### src/rtl/mac_kbd_pkg.sv
// Shared command/response codes and FSM states for the Mac keyboard protocol block.
package mac_kbd_pkg;

    localparam logic [7:0] CMD_INQUIRY = 8'h10;
    localparam logic [7:0] CMD_INSTANT = 8'h14;
    localparam logic [7:0] CMD_MODEL   = 8'h16;
    localparam logic [7:0] CMD_TEST    = 8'h36;

    localparam logic [7:0] RSP_NULL    = 8'h7B;
    localparam logic [7:0] RSP_ACK     = 8'h7D;
    localparam logic [7:0] RSP_MODEL   = 8'h0B;

    localparam int TIMER_W = 21;

    typedef enum logic [1:0] {
        IDLE,
        DECODE,
        WAIT_KEY,
        RESPOND
    } state_t;

endpackage

### src/rtl/mac_kbd_fifo.sv
// Key-byte FIFO: push on any clk, pop/flush qualified by the caller.
// DEPTH must be a power of two, at least 2.
module mac_kbd_fifo #(
    parameter int DEPTH = 4
) (
    input  logic       clk,
    input  logic       reset,
    input  logic       push,
    input  logic       pop,
    input  logic       flush,
    input  logic [7:0] din,
    output logic [7:0] head,
    output logic       full,
    output logic       empty
);
    localparam int AW = (DEPTH > 1) ? $clog2(DEPTH) : 1;

    logic [7:0]    mem [DEPTH];
    logic [AW-1:0] rd_ptr;
    logic [AW-1:0] wr_ptr;
    logic [AW:0]   count;
    logic          do_push;
    logic          do_pop;

    assign empty   = (count == '0);
    assign full    = (count == (AW+1)'(DEPTH));
    assign head    = mem[rd_ptr];
    assign do_pop  = pop && !empty;
    // a pop in the same cycle frees the slot, so a push into a full FIFO still lands
    assign do_push = push && (!full || do_pop);

    always_ff @(posedge clk) begin
        if (reset || flush) begin
            rd_ptr <= '0;
            wr_ptr <= '0;
            count  <= '0;
        end else begin
            if (do_push) wr_ptr <= wr_ptr + 1'b1;
            if (do_pop)  rd_ptr <= rd_ptr + 1'b1;
            count <= count + {{AW{1'b0}}, do_push} - {{AW{1'b0}}, do_pop};
        end
    end

    always_ff @(posedge clk) begin
        if (do_push) mem[wr_ptr] <= din;
    end

endmodule

### src/rtl/mac_keyboard.sv
// Mac keyboard protocol responder: buffers MCU key bytes and answers Mac commands.
// Define MAC_KBD_INQUIRY_TIMEOUT_EN to enable the Inquiry (WAIT_KEY) Null timeout.
module mac_keyboard
    import mac_kbd_pkg::*;
#(
    parameter int TIMEOUT    = 2000000,
    parameter int FIFO_DEPTH = 4
) (
    input  logic       clk,
    input  logic       reset,
    input  logic       en,
    input  logic       kbd_strobe,
    input  logic [7:0] kbd_data,
    input  logic [7:0] data_out,
    input  logic       strobe_out,
    output logic [7:0] data_in,
    output logic       strobe_in
);
    state_t     state;
    logic [7:0] cmd;
    logic [7:0] head;
    logic       full;
    logic       empty;
    logic       pop;
    logic       flush;
    logic       expired;

    mac_kbd_fifo #(.DEPTH(FIFO_DEPTH)) u_fifo (
        .clk   (clk),
        .reset (reset),
        .push  (kbd_strobe),
        .pop   (pop),
        .flush (flush),
        .din   (kbd_data),
        .head  (head),
        .full  (full),
        .empty (empty)
    );

    always_comb begin
        pop   = 1'b0;
        flush = 1'b0;
        if (en) begin
            case (state)
                DECODE: begin
                    if ((cmd == CMD_INQUIRY || cmd == CMD_INSTANT) && !empty) pop = 1'b1;
                    if (cmd == CMD_MODEL) flush = 1'b1;
                end
                WAIT_KEY: pop = !empty;
                default: ;
            endcase
        end
    end

`ifdef MAC_KBD_INQUIRY_TIMEOUT_EN
    logic [TIMER_W-1:0] timer;

    assign expired = (timer == TIMER_W'(TIMEOUT - 1));

    always_ff @(posedge clk) begin
        if (reset) begin
            timer <= '0;
        end else if (en) begin
            if (state == WAIT_KEY && empty && !expired) timer <= timer + 1'b1;
            else                                        timer <= '0;
        end
    end
`else
    localparam int unused_timeout = TIMEOUT;
    assign expired = 1'b0;
`endif

    // strobe_in rises when a response is chosen and drops on the next en edge,
    // so it covers exactly one en=1 clk regardless of the en phase.
    always_ff @(posedge clk) begin
        if (reset) begin
            state     <= IDLE;
            cmd       <= '0;
            data_in   <= '0;
            strobe_in <= 1'b0;
        end else if (en) begin
            case (state)
                IDLE: begin
                    if (strobe_out) begin
                        cmd   <= data_out;
                        state <= DECODE;
                    end
                end
                DECODE: begin
                    state     <= RESPOND;
                    strobe_in <= 1'b1;
                    case (cmd)
                        CMD_INQUIRY: begin
                            if (!empty) begin
                                data_in <= head;
                            end else begin
                                state     <= WAIT_KEY;
                                strobe_in <= 1'b0;
                            end
                        end
                        CMD_INSTANT: data_in <= empty ? RSP_NULL : head;
                        CMD_MODEL:   data_in <= RSP_MODEL;
                        CMD_TEST:    data_in <= RSP_ACK;
                        default:     data_in <= RSP_NULL;
                    endcase
                end
                WAIT_KEY: begin
                    // a key available on the same edge as expiry wins
                    if (!empty) begin
                        data_in   <= head;
                        strobe_in <= 1'b1;
                        state     <= RESPOND;
                    end else if (expired) begin
                        data_in   <= RSP_NULL;
                        strobe_in <= 1'b1;
                        state     <= RESPOND;
                    end
                end
                RESPOND: begin
                    strobe_in <= 1'b0;
                    state     <= IDLE;
                end
                default: state <= IDLE;
            endcase
        end
    end

endmodule

### config.mk
export PLATFORM = sky130hd
export DESIGN_NAME = mac_keyboard
export DESIGN_NICKNAME = d
export VERILOG_FILES = /design/src/rtl/mac_kbd_pkg.sv /design/src/rtl/mac_kbd_fifo.sv /design/src/rtl/mac_keyboard.sv
export SDC_FILE = /design/constraint.sdc
export NUM_CORES = 1
export LEC_CHECK = 0
export CAP_MARGIN = 20
export CORE_MARGIN = 2
export CORE_UTILIZATION = 51
export CTS_CLUSTER_SIZE = 20
export DETAILED_ROUTE_END_ITERATION = 16
export GPL_ROUTABILITY_DRIVEN = 1
export GPL_TIMING_DRIVEN = 1
export PLACE_DENSITY_LB_ADDON = 0.12
export SLEW_MARGIN = 10
export SYNTH_ARGS = -nofsm -noshare
export SYNTH_HDL_FRONTEND = slang
export SYNTH_SLANG_ARGS = --single-unit
### constraint.sdc
create_clock -name clk -period 3.75 [get_ports clk]
set_clock_uncertainty 0.05 [all_clocks]
set_input_delay 0.75 -clock clk [delete_from_list [all_inputs] [get_ports clk]]
set_output_delay 0.75 -clock clk [all_outputs]
set_load 0.1 [all_outputs]
==> results of run 1 <==
==> worst register-to-register path, cell delays in order, from the launching register on <==
cell and delay, ps:
dfxtp_1 400, inv_1 110, ha_1 330, and2_1 290, nand2_1 220, nor2_1 180
ha_1 240, inv_1 60, ha_1 130, inv_1 50, fa_1 380, xor2_1 180
xnor2_1 130, nor2_1 50
==> Yosys cell counts, types with 2 or more instances <==
library cell / count
ha_1: 9
o21ai_0: 6
nand3_1: 3
a211oi_1: 4
inv_1: 10
buf_2: 2
nor3_2: 2
nand2b_1: 2
nor2_1: 17
o211ai_1: 7
edfxtp_1: 32
nor4_1: 2
and2_1: 6
dfxtp_1: 28
a21oi_1: 11
nand3b_1: 5
clkbuf_1: 4
nand2_1: 8
mux2i_1: 12
mux4_2: 8
or3_1: 3
==> path summary, 6_finish.rpt <==
path	start	end	slack, ps	cells after the start
max	en	u_fifo.count[2]	640	12
min	strobe_in	strobe_in	420	2
max reg2reg	state[1]	u_fifo.count[2]	850	13
min reg2reg	strobe_in	strobe_in	420	2
==> metrics by stage <==
step / utilization / cells
floorplan: - / 205
global route: 0.629 / 314
CTS: 0.629 / 314
finish: 0.629 / 314
detailed placement: 0.593 / 298
global placement: 0.593 / 298
==> layout make-up <==
| class | count | share of cell area |
|---|---|---|
| Inverter | 10 | 0.0118 |
| Sequential cell | 60 | 0.476 |
| Multi-Input combinational cell | 128 | 0.334 |
| Clock buffer | 10 | 0.0400 |
| Clock inverter | 6 | 0.0172 |
| Timing Repair Buffer | 30 | 0.0933 |
| Tap cell | 70 | 0.0274 |
==> metal layers <==
metal  GRT usage  up-vias  share of wire
li1            -      845              -
met1       0.222      842           0.41
met2       0.341       35           0.53
met3      0.0592        8          0.047
met4       0.105        0          0.017
met5           0        -              0
==> cells by family (layout without fill, tap and decap cells) <==
| kind of cell | after synthesis | after routing |
|---|---|---|
| compound gates | 41 | 41 |
| flops | 60 | 60 |
| mux | 21 | 21 |
| fa+ha+maj | 10 | 10 |
| buf+inv | 17 | 56 |
| xor+xnor | 2 | 2 |
| simple gates | 54 | 54 |
==> report_power, final <==
| part | total, mW | switching [mW] | internal, mW |
|---|---|---|---|
| Clock | 0.540 | 0.240 | 0.300 |
| Combinational | 0.378 | 0.233 | 0.144 |
| Sequential | 0.817 | 0.0465 | 0.770 |
==> sequential cells by signal, summed over array words and instances, names as in the netlist, named ones only <==
signal,flops
cmd,8
strobe_in,1
state,2
u_fifo.wr_ptr,2
data_in,8
u_fifo.mem,32
u_fifo.rd_ptr,2
u_fifo.count,3
==> cells in the final DEF (no fill, tap or decap), types with 6 or more instances in the layout <==
cell type / count
inv_1: 10
clkdlybuf4s50_1: 29
o211ai_1: 7
edfxtp_1: 32
clkbuf_8: 9
mux4_2: 8
nand2_1: 8
ha_1: 9
nor2_1: 17
and2_1: 6
dfxtp_1: 28
mux2i_1: 12
a21oi_1: 11
o21ai_0: 6
==> flow_summary_export.csv, run 1 <==
group,metric,value,unit
critical_path,end_kind,"flip-flop",
synth,synthFlopType,"edfxtp_1",
global_route,grt_pass1_wl,8.80,mm
sta,holdWs,424,ps
critical_path,cp.required,3940,ps
clock_network,cts_buffers,9,
clock_network,clk_latency,340,ps
drt,drtAntennaViolNets,0,
place,numPortBuffers,29,
place,dpl.hpwl,3.65,mm
drt,finalWirelength,5.11,mm
synth,synth_top_family_by_area,"simple AND/OR/NAND/NOR gates",
clock_network,post_cts_buffers,0,
sta,setup_viol,0,
power_and_ir_drop,fin_total_pwr,1.73,mW
critical_path,critPathMaxStageDelay,600,ps
clock_network,tritoncts,"built",
place,dp_slack,296,ps
synth,syn_avg_cell_area,12.9,um2
finish,fin_area,3190,um2
global_route,antenna_found_initial,0,
finish,fillers,406,
critical_path,cp.arrival,3300,ps
die,chipWidth,76.1,um
critical_path,worstSetupPathType,"input port to flip-flop",
synth,yosysWarnings,0,
synth,synthXorXnorAreaFrac,0.00660,
die,rows,26,
clock_network,cts-resized-gates,0,
clock_network,clkTransAtPathRegs,70,ps
drt,vias,1730,
clock_network,clkSinkCount,60,
place,globalplace.congestion,0.843,
sta,fin_crit_sh,0.829,
finish,multi_input_area,1070,um2
power_and_ir_drop,ir_drop,0.000393,V
finish,regArea,1520,um2
sta,rsz0062_at_grt,"no",
finish,area_delta_synth_final,20.3,%
hold_path,worstHoldPathType,"flip-flop to flip-flop",
synth,synthesis.area,2650,um2
die,pin_count,30,
sta,hold_viol,0,
die,start_util,0.523,
sta,max_slew_margin,0.348,
critical_path,cp_top_family,"simple AND/OR/NAND/NOR gates",
synth,synthTopCellsByArea,"edfxtp_1 36%, dfxtp_1 21%, mux4_2 6.8%",
critical_path,critical_path_buf_inv_count,3,
drt,via_per_inst,5.51,
drt,drt_first_pass_iters,4,
sta,tns,0,ps
drt,wl_per_cell,16.3,um
die,die_h,76.1,um
clock_network,cts-hold-fix-buffers,0,
synth,syn_inst,205,
synth,synthDistinctLibCells,45,
synth,synth-adder-area-share,0.0500,
critical_path,path_cells,"clkdlybuf4s50_1, and2_1, nand2_1, nor2_1, ha_1, inv_1, ha_1, inv_1, fa_1, xor2_1, xnor2_1, nor2_1",
place,dpl-instance-area,3010,um2
power_and_ir_drop,powerDensity,543,nW/um2
finish,n_antenna_cell,0,
clock_network,clock_path_buffers,2,
synth,synth_mux_area_frac,0.117,
synth,synth_compound_area_frac,0.108,
global_route,grt_usage,0.198,
die,fp.dieArea,5800,um2
global_route,grt_max_degree,23,
die,core_region_area,5070,um2
sta,tightest_slew,976,ps
global_route,grt_pass1_vias,1872,
sta,clock.fmax,322,MHz
sta,fin_crit,3110,ps
run,maxCapViolations,0,
drt,drcViolationCount,0,
finish,drive_above_1_share,0.131,
sta,fin_ws,641,ps
synth,yosysTopAreaCellShare,0.362,
critical_path,crit_fanout,8,
synth,ys_seq_area_frac,0.573,
power_and_ir_drop,p_leak,1.16,nW
synth,yosys.area_share.simple,0.119,
synth,syn_nets,236,
clock_network,htreeDepth,3,
synth,synthArstFlopShare,0,
sta,final_max_slew_viol_count,0,
status,status,"finished, final reports clean",
synth,synth-edff-count,32,
critical_path,critPathSlowestCell,"clkdlybuf4s50_1",
finish,layout.nets,270,
clock_network,cts_root_buf,"clkbuf_8",
synth,yosysTopAreaCell,"edfxtp_1",
critical_path,cp-start-kind,"input port",
drt,drtIter0Drc,167,
global_route,grt_overflow,0,
synth,yosys_register_bits,60,
(Power assumes the default switching activity.)
==> inputs of run 2 (changes only) <==
clock period = 3.2 ns   (was 3.75 ns; I/O delays follow)
==> run 2 against run 1 <==
- clock-buffer cell count shrank 1
- sequential power grew 17%
- total power grew 22%
- sequential cell count is the same
- design area grew 1.4%
- core utilization grew 0.86 points
==> flow_summary_export.csv, run 2 (same netlist as run 1, synthesis figures left out) <==
group,metric,value,unit
clock_network,cts-hold-fix-buffers,0,
global_route,grt_pass1_wl,9.00,mm
hold_path,worstHoldPathType,"flip-flop to flip-flop",
power_and_ir_drop,p_leak,1.22,nW
critical_path,worstSetupPathType,"flip-flop to flip-flop",
clock_network,tritoncts,"built",
power_and_ir_drop,powerDensity,655,nW/um2
clock_network,post_cts_buffers,0,
sta,fin_crit,2550,ps
drt,vias,1784,
critical_path,ff2ff_setup_slack,650,ps
sta,fin_crit_sh,0.797,
finish,layout.nets,276,
place,numPortBuffers,29,
run,maxCapViolations,0,
die,pin_count,30,
drt,drcViolationCount,0,
drt,wl_per_cell,16.7,um
critical_path,cp-start-kind,"flip-flop",
power_and_ir_drop,intPower,1.51,mW
global_route,antenna_found_initial,0,
drt,drtIter0Drc,90,
finish,n_antenna_cell,0,
power_and_ir_drop,switching_share,0.289,
clock_network,cts_buffers,9,
die,fp.dieArea,5800,um2
critical_path,rr_endpoint,"u_fifo.count[2]",
finish,largest_registers,"u_fifo.mem x32, cmd x8, data_in x8",
place,globalplace.congestion,0.870,
sta,holdWs,417,ps
global_route,grt_usage,0.201,
hold_path,hold_start,"strobe_in",
finish,final_cell_mix,"32 x edfxtp_1, 28 x dfxtp_1, 20 x clkdlybuf4s50_1, 17 x nor2_1, 16 x buf_4",
global_route,grt_pass1_vias,1827,
finish,layout_commonest_cell,"edfxtp_1",
die,start_util,0.523,
die,rows,26,
status,status,"finished, final reports clean",
critical_path,r2r_cells,12,
power_and_ir_drop,ir_drop,0.000334,V
clock_network,clkTransAtPathRegs,60,ps
sta,final_max_slew_viol_count,0,
drt,met3_length,213,um
critical_path,cp.required,3380,ps
clock_network,cts-resized-gates,0,
drt,drt-met1-wl,2.34,mm
critical_path,path_cells,"inv_1, ha_1, and2_1, buf_4, o21ai_0, nor2_1, ha_1, inv_1, fa_1, xor2_1, xnor2_1, nor2_1",
finish,largest_reg_flops,32,
critical_path,cp_top_family,"adder cells",
drt,drtAntennaViolNets,0,
power_and_ir_drop,p_clk_frac,0.335,
place,dpl.hpwl,3.92,mm
die,die_h,76.1,um
critical_path,cp.arrival,2730,ps
finish,fillers,396,
finish,regMostFlops,"u_fifo.mem",
critical_path,end_kind,"flip-flop",
power_and_ir_drop,seq_power_share,0.451,
critical_path,crit_fanout,7,
sta,max_slew_margin,0.564,
global_route,grt_overflow,0,
sta,clock.fmax,392,MHz
critical_path,critPathSlowestCell,"dfxtp_1",
critical_path,critical_path_buf_inv_count,3,
sta,rsz0062_at_grt,"no",
drt,drt_first_pass_iters,4,
sta,tightest_slew,650,ps
hold_path,holdPathStages,2,
clock_network,clkSinkCount,60,
hold_path,hold-path-endpoint,"strobe_in",
power_and_ir_drop,fin_total_pwr,2.12,mW
drt,top_layer,"met4",
die,chipWidth,76.1,um
power_and_ir_drop,switchingPower,0.614,mW
finish,drive_above_1_share,0.189,
sta,tns,0,ps
sta,hold_viol,0,
clock_network,cts_root_buf,"clkbuf_8",
clock_network,clk_latency,330,ps
global_route,grt_max_degree,23,
clock_network,clock_path_buffers,2,
drt,met2WireLength,2.69,mm
finish,fin_cells,319,
drt,finalWirelength,5.32,mm
sta,setup_viol,0,
drt,via_per_inst,5.59,
finish,area_delta_synth_final,22.0,%
die,core_region_area,5070,um2
clock_network,htreeDepth,3,
place,dpl.cell_count,304,
critical_path,critPathMaxStageDelay,400,ps
critical_path,rr_startpoint,"state[1]",
power_and_ir_drop,pwr-share-comb,0.213,
==> run 2: changes by cell type in the layout (fill, tap and decap cells not counted), sizes merged <==
| cell | delta |
|---|---|
| clkdlybuf4s50 | -9 |
| bufinv | +1 |
| clkinv | -1 |
| clkbuf | -1 |
| buf | +15 |
==> run 2: area by class of cell <==
| class | instances | area, um2 | share of cell area |
|---|---|---|---|
| flip-flops and latches | 60 | 1520 | 0.470 |
| multi-input cells | 128 | 1070 | 0.329 |
| clock inverters | 6 | 80.1 | 0.0247 |
| clock buffers | 9 | 124 | 0.0383 |
| well taps | 70 | 87.6 | 0.0271 |
| inverters | 10 | 37.5 | 0.0116 |
| repair buffers | 36 | 320 | 0.0990 |
==> run 2: worst max-delay path by stage <==
stage | start | to | slack, ps | cells after the start
after detailed placement | en | u_fifo.count[2] | 330 | 11
after CTS | state[1] | u_fifo.count[2] | 630 | 12
after floorplan | en | u_fifo.count[2] | 490 | 13
final | state[1] | u_fifo.count[2] | 650 | 12
after global routing | state[0] | u_fifo.count[2] | 440 | 12
after global placement | en | u_fifo.count[2] | 400 | 12
==> run 2: per-stage QoR <==
step	setup WS, ps	instance area (um2)	utilization
after CTS	627	3240	0.638
final	651	3240	0.638
after floorplan	488	2650	-
after detailed placement	325	3030	0.598
after global routing	437	3240	0.638
after global placement	401	3030	0.598
==> run 2: metal layers <==
layer	track usage	vias to the layer above
met3	0.0616	9
met1	0.248	876
met2	0.329	39
met4	0.0873	0
li1	-	860
met5	0	-
==> run 2: power by group through the flow <==
stage               Combinational (mW)  Clock, mW  Sequential [mW]
floorplan                        0.266          0             1.02
global placement                 0.436          0            0.966
finish                           0.453      0.711            0.957
global route                     0.494      0.763            0.967
CTS                              0.454      0.724            0.957
detailed placement               0.451          0            0.974
==> run 2: worst min-delay path: cells and delay by family (launching register included) <==
kind | cells | cell delay [ps]
AO/OA/AOI/OAI | 1 | 50
flip-flops | 1 | 310
AND/OR/NAND/NOR | 1 | 60
==> inputs of run 3 (changes only) <==
clock period = 2.6 ns   (was 3.2 ns; I/O delays follow)
==> run 3 against run 2 <==
- setup slack got worse by 510 ps
- clock-buffer cell count stayed put
- non-clock buffer count increased by 5
- first-iteration DRC count down 21%
- highest routed layer unchanged
- largest cell class unchanged
- wire length decreased by 0.92%
- sequential cell count unchanged
- largest power group unchanged
- via count rose by 1.2%
==> flow_summary_export.csv, run 3 (same netlist as run 1, synthesis figures left out) <==
group,metric,value,unit
status,status,"finished, final reports clean",
critical_path,cp.arrival,2630,ps
place,dp_slack,-93.5,ps
critical_path,crit_fanout,5,
finish,final_cell_mix,"32 x edfxtp_1, 26 x dfxtp_1, 21 x buf_4, 20 x clkdlybuf4s50_1, 17 x nor2_1",
critical_path,cp-start-kind,"flip-flop",
sta,fin_crit,2450,ps
drt,drtIter0Drc,71,
drt,drcViolationCount,0,
clock_network,clkSinkCount,60,
global_route,grt_use_met3,0.0699,
sta,hold_viol,0,
global_route,antenna_found_initial,0,
power_and_ir_drop,fin_total_pwr,2.78,mW
die,die_h,76.1,um
finish,largest_registers,"u_fifo.mem x32, cmd x8, data_in x8",
global_route,grt_overflow,0,
die,pin_count,30,
clock_network,tritoncts,"built",
sta,tightest_slew,526,ps
global_route,grt_max_degree,22,
place,numPortBuffers,29,
critical_path,cp.required,2770,ps
finish,drive_above_1_share,0.220,
sta,rsz0062_at_grt,"no",
drt,vias,1806,
clock_network,clock_path_buffers,2,
sta,fin_crit_sh,0.944,
die,rows,26,
clock_network,cts_root_buf,"clkbuf_8",
sta,clock.fmax,407,MHz
place,dpl-instance-area,3060,um2
finish,n_antenna_cell,0,
clock_network,cts-hold-fix-buffers,0,
global_route,top_usage_layer,"met2",
sta,setup_viol,0,
finish,fillers,393,
finish,regMostFlops,"u_fifo.mem",
die,core_region_area,5070,um2
clock_network,clkTransAtPathRegs,70,ps
die,fp.dieArea,5800,um2
clock_network,cts_buffers,9,
sta,final_max_slew_viol_count,0,
drt,finalWirelength,5.27,mm
clock_network,htreeDepth,3,
die,chipWidth,76.1,um
global_route,grt_pass1_wl,8.80,mm
drt,drtAntennaViolNets,0,
place,globalplace.congestion,0.853,
drt,via_per_inst,5.56,
power_and_ir_drop,powerDensity,836,nW/um2
global_route,use_met1,0.215,
clock_network,clk_latency,330,ps
finish,fin_area,3320,um2
drt,wl_per_cell,16.2,um
sta,fin_ws,146,ps
die,start_util,0.523,
sta,tns,0,ps
sta,max_slew_margin,0.649,
global_route,use_met2,0.351,
power_and_ir_drop,p_leak,1.26,nW
finish,area_delta_synth_final,25.1,%
finish,layout.nets,281,
drt,drt_first_pass_iters,4,
power_and_ir_drop,ir_drop,0.000417,V
critical_path,end_kind,"flip-flop",
critical_path,worstSetupPathType,"flip-flop to flip-flop",
hold_path,worstHoldPathType,"flip-flop to flip-flop",
finish,layout_commonest_cell,"edfxtp_1",
place,dpl.hpwl,3.78,mm
global_route,grt_pass1_vias,1908,
finish,largest_reg_flops,32,
critical_path,ff2ff_setup_slack,150,ps
run,maxCapViolations,0,
global_route,grt_usage,0.200,
run 3: area by class of cell:
cell class,count,area (um2),share of cell area
Inverter,10,37.5,0.0113
Multi-Input combinational cell,128,1070,0.324
Clock inverter,7,115,0.0347
Clock buffer,9,124,0.0373
Sequential cell,60,1520,0.459
Tap cell,70,87.6,0.0264
Timing Repair Buffer,41,358,0.108
run 3: worst paths after layout:
path | endpoint | start | cells past startpoint
worst min register to register | strobe_in | strobe_in | 2
worst max register to register | u_fifo.count[2] | state[1] | 13
worst min-delay path | strobe_in | strobe_in | 2
worst max-delay path | u_fifo.count[2] | state[1] | 13
run 3: where the power goes:
group | internal (mW) | total, mW | leakage (nW) | switching, mW
clock | 0.633 | 0.997 | 0.117 | 0.364
combinational | 0.256 | 0.601 | 0.625 | 0.345
sequential | 1.11 | 1.18 | 0.522 | 0.0674
run 3: metal layers:
metal,vias up,share of wire
met5,-,0
met4,0,0.012
met3,6,0.039
met2,41,0.54
met1,893,0.41
li1,866,-
run 3: metrics by stage:
stage          instances  hold WS (ps)   util
2_1_floorplan        205           409      -
3_3_place_gp         308           409  0.604
3_5_place_dp         308           424  0.604
4_1_cts              324           434  0.651
5_1_grt              325           484  0.654
6_report             325           431  0.654
run 3: critical path: stages (launching register included):
cell	delay (ps)
dfxtp_2	370
inv_1	80
ha_1	310
and2_1	170
nand2_1	80
nor2_1	50
ha_1	290
inv_1	60
ha_1	130
inv_1	40
fa_1	360
xor2_1	170
xnor2_1	130
nor2_1	50
run 3: timing repair:
action                     CTS  global route
setup endpoints to repair    0             1
hold endpoints to repair     0             0
buffers inserted             0             1
resized for setup            0             4
